==> src/rtl/clk_divider_multi.sv <==
// clk_divider_multi: independent programmable clock dividers with toggle/pulse modes and wrap-aligned reloads
module clk_divider_multi #(
  parameter int               NUM_CH      = 2,
  parameter int               CNT_W       = 32,
  parameter logic [CNT_W-1:0] DEFAULT_DIV = '0
) (
  input  logic                    clk_in,
  input  logic                    reset_n,
  input  logic [NUM_CH-1:0]       enable,
  input  logic [NUM_CH-1:0]       mode,
  input  logic [NUM_CH-1:0]       load,
  input  logic [NUM_CH*CNT_W-1:0] div_in,
  input  logic                    sync_restart,
  output logic [NUM_CH-1:0]       clk_out,
  output logic [NUM_CH-1:0]       tick,
  output logic [NUM_CH-1:0]       pending
);
  for (genvar g = 0; g < NUM_CH; g++) begin : g_ch
    logic [CNT_W-1:0] r_cnt, r_div, r_pdiv;
    logic             r_pend, r_mode, r_clk, r_tick;
    logic [CNT_W-1:0] w_din, w_next_div;
    logic             w_wrap;
    assign w_din      = div_in[g*CNT_W +: CNT_W];
    assign w_wrap     = r_cnt == r_div;
    // a same-cycle load wins over a queued value whenever the divider is applied
    assign w_next_div = load[g] ? w_din : (r_pend ? r_pdiv : r_div);
    // count, apply queued dividers only at wrap/restart/disable, and shape the output
    always_ff @(posedge clk_in or negedge reset_n)
      if (!reset_n) begin
        r_cnt  <= '0;
        r_div  <= DEFAULT_DIV;
        r_pdiv <= '0;
        r_pend <= 1'b0;
        r_mode <= 1'b0;
        r_clk  <= 1'b0;
        r_tick <= 1'b0;
      end else if (sync_restart || !enable[g]) begin
        r_cnt  <= '0;
        r_div  <= w_next_div;
        r_pend <= 1'b0;
        r_mode <= mode[g];
        r_clk  <= 1'b0;
        r_tick <= 1'b0;
      end else if (w_wrap) begin
        r_cnt  <= '0;
        r_div  <= w_next_div;
        r_pend <= 1'b0;
        r_mode <= mode[g];
        r_clk  <= mode[g] | ~r_clk;
        r_tick <= mode[g] | ~r_clk;
      end else begin
        r_cnt  <= r_cnt + 1'b1;
        r_clk  <= r_clk & ~r_mode;
        r_tick <= 1'b0;
        if (load[g]) begin
          r_pdiv <= w_din;
          r_pend <= 1'b1;
        end
      end
    assign clk_out[g] = r_clk;
    assign tick[g]    = r_tick;
    assign pending[g] = r_pend;
  end
endmodule
==> config.mk <==
export PLATFORM = sky130hd
export DESIGN_NAME = clk_divider_multi
export DESIGN_NICKNAME = d
export VERILOG_FILES = /design/src/rtl/clk_divider_multi.sv
export SDC_FILE = /design/constraint.sdc
export NUM_CORES = 1
export LEC_CHECK = 0
export CORE_UTILIZATION = 50
export CTS_CLUSTER_DIAMETER = 50
export DETAILED_ROUTE_END_ITERATION = 10
export PLACE_DENSITY = 0.72
export SYNTH_ARGS = -nofsm -noshare
export SYNTH_HDL_FRONTEND = slang
export SYNTH_SLANG_ARGS = --single-unit
==> constraint.sdc <==
create_clock -name clk_in -period 5.1 [get_ports clk_in]
set_clock_uncertainty 0.15 [all_clocks]
set_input_delay 0.51 -clock clk_in [delete_from_list [all_inputs] [get_ports clk_in]]
set_output_delay 0.51 -clock clk_in [all_outputs]
set_load 0.02 [all_outputs]
# ---- Word-level counts from Yosys, hierarchy flattened
# Index checks and enable logic that the tools add are counted.
dict set report classes {
  addsub 2
  n_eq_ne 2
  mux 30
  bitwise 12
  n_reduce_logical 10
}
# operator count
set op_table {}
lappend op_table {{$mux W32} 12}
lappend op_table {{$add A32 B1 Y32 const B} 2}
lappend op_table {{$eq A32 B32 Y1} 2}
lappend op_table {{$mux W1} 18}
lappend op_table {{$not A1 Y1} 8}
lappend op_table {{$reduce_and A3 Y1} 2}
lappend op_table {{$reduce_bool A3 Y1} 2}
lappend op_table {{$reduce_bool A2 Y1} 2}
lappend op_table {{$and A1 B1 Y1} 2}
lappend op_table {{$logic_not A1 Y1} 2}
lappend op_table {{$logic_or A1 B1 Y1} 2}
lappend op_table {{$or A1 B1 Y1} 2}
dict set report word_totals {
  ff_bits 200
  in_bits 73
  out_inout_bits 6
  wordCells 70
}

# ---- Logic depth before layout (Yosys ltp)
dict set report logic_depth {
  word_depth 4
  ltp_mapped 7
  depth_no_buf 6
}

# ---- Least setup slack after synthesis
# OpenSTA, ideal clock, no wires.
dict set report synth_path {
  path_kind {register -> register}
  startpoint {register g_ch[1].r_cnt[2]}
  endpoint {register g_ch[1].r_pdiv[10]}
  setup_ps 125
  t_arrival_ps 2018
  t_required_ps 4825
  path_slack_ps 2806
  path_stages_with_launch 8
  path_buffers 2
  synth_period_minus_slack_ps 2294
  cell_sequence {dfrtp_1 buf_2 xor2_1 nor4_2 nand4_2 o211ai_4 buf_12 mux2_4}
}
dict set report synth_via {
  elab_chain_len 3
}
# element line_no
set synth_rtl {}
lappend synth_rtl {{from (decl)} 19} ;# logic [CNT_W-1:0] r_cnt, r_div, r_pdiv;
lappend synth_rtl {{from (signal assigned)} 52} ;# r_cnt <= r_cnt + 1'b1;
lappend synth_rtl {{$eq A32 B32 Y1} 24} ;# assign w_wrap = r_cnt == r_div;
lappend synth_rtl {{$not A1 Y1 (no line)} n/a}
lappend synth_rtl {{$reduce_and A3 Y1 (no line)} n/a}
lappend synth_rtl {{to (signal assigned)} 56} ;# r_pdiv <= w_din;
lappend synth_rtl {{to (decl)} 19}
# No other way between the ends.
# A chain may end at the register's enable or synchronous reset.

# ---- Worst setup path after layout
dict set report layout_path {
  startpoint {register g_ch[0].r_cnt[26]}
  endpoint {register g_ch[0].r_pdiv[20]}
}
dict set report layout_via {
  elab_chain_len 3
}
# element line_no
set layout_rtl {}
lappend layout_rtl {{from (decl)} 19}
lappend layout_rtl {{from (signal assigned)} 52}
lappend layout_rtl {{$eq A32 B32 Y1} 24}
lappend layout_rtl {{$not A1 Y1 (no line)} n/a}
lappend layout_rtl {{$reduce_and A3 Y1 (no line)} n/a}
lappend layout_rtl {{to (signal assigned)} 56}
lappend layout_rtl {{to (decl)} 19}
# No other way between the ends.

==> impl_metrics.sql <==
INSERT INTO impl_metrics (metric_group, metric, value, unit) VALUES
('worst_setup_path', 'setup.worst_path.start_class', 'flip-flop', ''),
('layout', 'fill_cells', '1778', ''),
('sta', 'grt_setup_unrepaired', 'false', ''),
('clock_tree', 'numCtsBuffers', '17', ''),
('synthesis', 'synthTopCellsByArea', 'dfrtp_1, o211ai_1, xor2_1', ''),
('global_routing', 'grt-ovfl-total', '0', ''),
('layout', 'synthToLayoutAreaGrowth', '13.5', '%'),
('worst_setup_path', 'worst_r2r_startpoint', 'g_ch[0].r_cnt[26]$_DFF_PN0_', ''),
('drt', 'ant_nets', '0', ''),
('global_routing', 'grt_antenna_before_repair', '0', ''),
('power_and_ir_drop', 'power_per_cell_area', '307', 'nW/um^2'),
('synthesis', 'yosysUniqueCellTypes', '37', ''),
('synthesis', 'post-synth-top-count-cell', 'dfrtp_1', ''),
('placement', 'detailedPlacementHpwl', '15700', 'um'),
('global_routing', 'total_routing_usage_gr', '22.8', '%'),
('power_and_ir_drop', 'p_leak', '0.00535', 'uW'),
('clock_tree', 'tritoncts_num_sinks', '200', ''),
('layout', 'final_non_filler_cell_total', '1343', ''),
('sta', 'hold_violations', '0', ''),
('clock_tree', 'cts-root-buf', 'clkbuf_16', ''),
('placement', 'detailed_place.area', '11600', 'um^2'),
('drt', 'firstDrtPassIters', '4', ''),
('sta', 'timing.final.max_slew_violations', '0', ''),
('worst_setup_path', 'setup.worst_path.end_class', 'flip-flop', ''),
('layout', 'final_layout_size_suffix_gt1_share', '11.0', '%'),
('synthesis', 'part_of_the_yosys_area_used_for_sequential_elements', '46.5', '%'),
('drt', 'initialDrtViolationCount', '439', ''),
('worst_hold_path', 'hold_path.class', 'input pin to async pin', ''),
('clock_tree', 'clkTransAtPathRegs', '0.08', 'ns'),
('sta', 'fmax', '316', 'MHz'),
('synthesis', 'synth.yosys.warnings', '0', ''),
('synthesis', 'synth-edff-count', '0', ''),
('synthesis', 'synth_seq_cells', '200', ''),
('floorplan', 'ioPinCount', '79', ''),
('drt', 'routed_wirelength', '23800', 'um'),
('synthesis', 'number_of_nets_in_the_synthesized_netlist', '1097', ''),
('sta', 'finalCriticalPeriod', '3.16', 'ns'),
('layout', 'nNetsFinal', '1130', ''),
('worst_setup_path', 'critPathLaunch', 'g_ch[0].r_cnt[26]$_DFF_PN0_', ''),
('clock_tree', 'cts_tree', 'done', ''),
('floorplan', 'die_area', '22100', 'um^2'),
('sta', 'postLayoutSetupSlackWorst', '1.94', 'ns'),
('clock_tree', 'h-tree-depth', '4', ''),
('floorplan', 'die_height', '149', 'um'),
('clock_tree', 'clk_path_buf_depth', '2', ''),
('outcome', 'status', 'complete, no violations', ''),
('clock_tree', 'clock_insertion_delay_worst_skew', '0.45', 'ns'),
('clock_tree', 'cts_setup_buffers', '0', ''),
('job', 'max_capacitance_violation_count', '0', ''),
('drt', 'wl_per_cell', '17.7', 'um'),
('synthesis', 'synthDominantCellAreaShare', '46.5', '%'),
('global_routing', 'first_pass_grt_wire_length', '39700', 'um'),
('drt', 'vias', '7712', ''),
('placement', 'dp_worst_setup_slack', '1.96', 'ns'),
('placement', 'final_weighted_congestion_in_routability_driven_placement', '0.848', ''),
('worst_setup_path', 'crit_path_category', 'flip-flop to flip-flop', ''),
('worst_setup_path', 'crit_fanout', '21', ''),
('worst_setup_path', 'worst-endpoint-arrival', '3.33', 'ns'),
('sta', 'max_slew_margin', '34.6', '%'),
('synthesis', 'netlist_area', '10800', 'um^2'),
('power_and_ir_drop', 'power.ir.vdd_worst', '232', 'uV'),
('power_and_ir_drop', 'total_power', '3750', 'uW'),
('synthesis', 'post_synth_inst_count', '1022', ''),
('synthesis', 'post_synth_most_frequent_cells', 'dfrtp_1, o211ai_1, xor2_1', ''),
('synthesis', 'postSynth.asyncResetShare', '100', '%'),
('sta', 'fin_setup_tns', '0', 'ns'),
('placement', 'dp.cells', '1311', ''),
('clock_tree', 'cts-hold-fix-buffers', '0', ''),
('global_routing', 'grt_start_max_net_pins', '120', ''),
('layout', 'fin_area', '12200', 'um^2'),
('floorplan', 'fp-row-count', '53', '');
==> power by group <==
part / internal [uW] / leakage [uW] / switching (uW)
clock: 657 / 0.000284 / 683
sequential: 1760 / 0.00253 / 134
combinational: 277 / 0.00253 / 242
==> worst paths after layout <==
kind,to,cells after the start
setup / recovery,g_ch[0].r_pdiv[20]$_DFFE_PN0P_,6
hold / removal,g_ch[0].r_pdiv[27]$_DFFE_PN0P_,1
setup reg to reg,g_ch[0].r_pdiv[20]$_DFFE_PN0P_,6
hold reg to reg,g_ch[0].r_pdiv[16]$_DFFE_PN0P_,1
max in group asynchronous,g_ch[0].r_pdiv[7]$_DFFE_PN0P_,2
min in group clk_in,g_ch[0].r_pdiv[16]$_DFFE_PN0P_,1
==> sequential cells by signal, indices dropped and copies added (netlist names) <==
signal / count
g_ch.r_pdiv: 64
g_ch.r_cnt: 64
g_ch.r_clk: 2
g_ch.r_div: 64
g_ch.r_pend: 2
g_ch.r_tick: 2
g_ch.r_mode: 2
==> placed cells by master, fill, tap and decap left out, types with 11 or more instances in the layout <==
cell type,netlist,routed
mux2_4,40,40
and4_1,11,11
and3b_1,64,64
xor2_1,89,89
nor2_1,76,74
nand2_1,79,79
o211ai_1,128,128
clkbuf_16,0,17
a21oi_1,69,67
dfrtp_1,200,200
clkdlybuf4s50_1,0,75
xnor2_1,34,34
nor4_1,23,23
buf_4,6,16
nand4_1,14,14
nand3_1,27,27
mux2_1,20,20
==> cells by family after synthesis <==
logic type,Yosys count,share of synthesized area (%)
buffers and inverters,87,4.09
DFF,200,46.5
adders and majority gates,2,0.233
and+or+nand+nor,340,18.1
xor gates and xnor gates,123,10.0
AOI/OAI and AO/OA,204,12.8
muxes,66,8.30
==> routing by layer <==
| layer | up-vias | part of all wire (%) | GRT usage [%] |
|---|---|---|---|
| met1 | 3771 | 47 | 31.9 |
| li1 | 3741 | - | - |
| met3 | 35 | 3.5 | 3.10 |
| met4 | 0 | 2.1 | 8.81 |
| met5 | - | 0 | 0 |
| met2 | 165 | 48 | 36.0 |
==> stage by stage <==
step	hold WS (ns)	util, %
floorplan	0.0644	-
global placement	0.315	55.2
detailed placement	0.323	55.2
CTS	0.111	57.9
global route	0.126	57.9
finish	0.0597	57.9
==> critical path, stage by stage (launching register included) <==
cell and delay [ns]:
dfrtp_1 0.45, xor2_1 0.20, nor4_2 0.41, nand4_2 0.45, o211ai_4 0.56, buf_4 0.42, mux2_1 0.36
==> final cells by class <==
class | count | area, um^2 | share of cell area, %
clock buffer | 17 | 425 | 3.48
clock inverter | 15 | 154 | 1.26
inverter | 6 | 22.5 | 0.184
multi-input combinational | 735 | 5350 | 43.8
sequential | 200 | 5000 | 41.0
tap | 275 | 344 | 2.82
timing repair buffer | 95 | 915 | 7.49
Note: power is estimated with default switching activity, not from simulation.
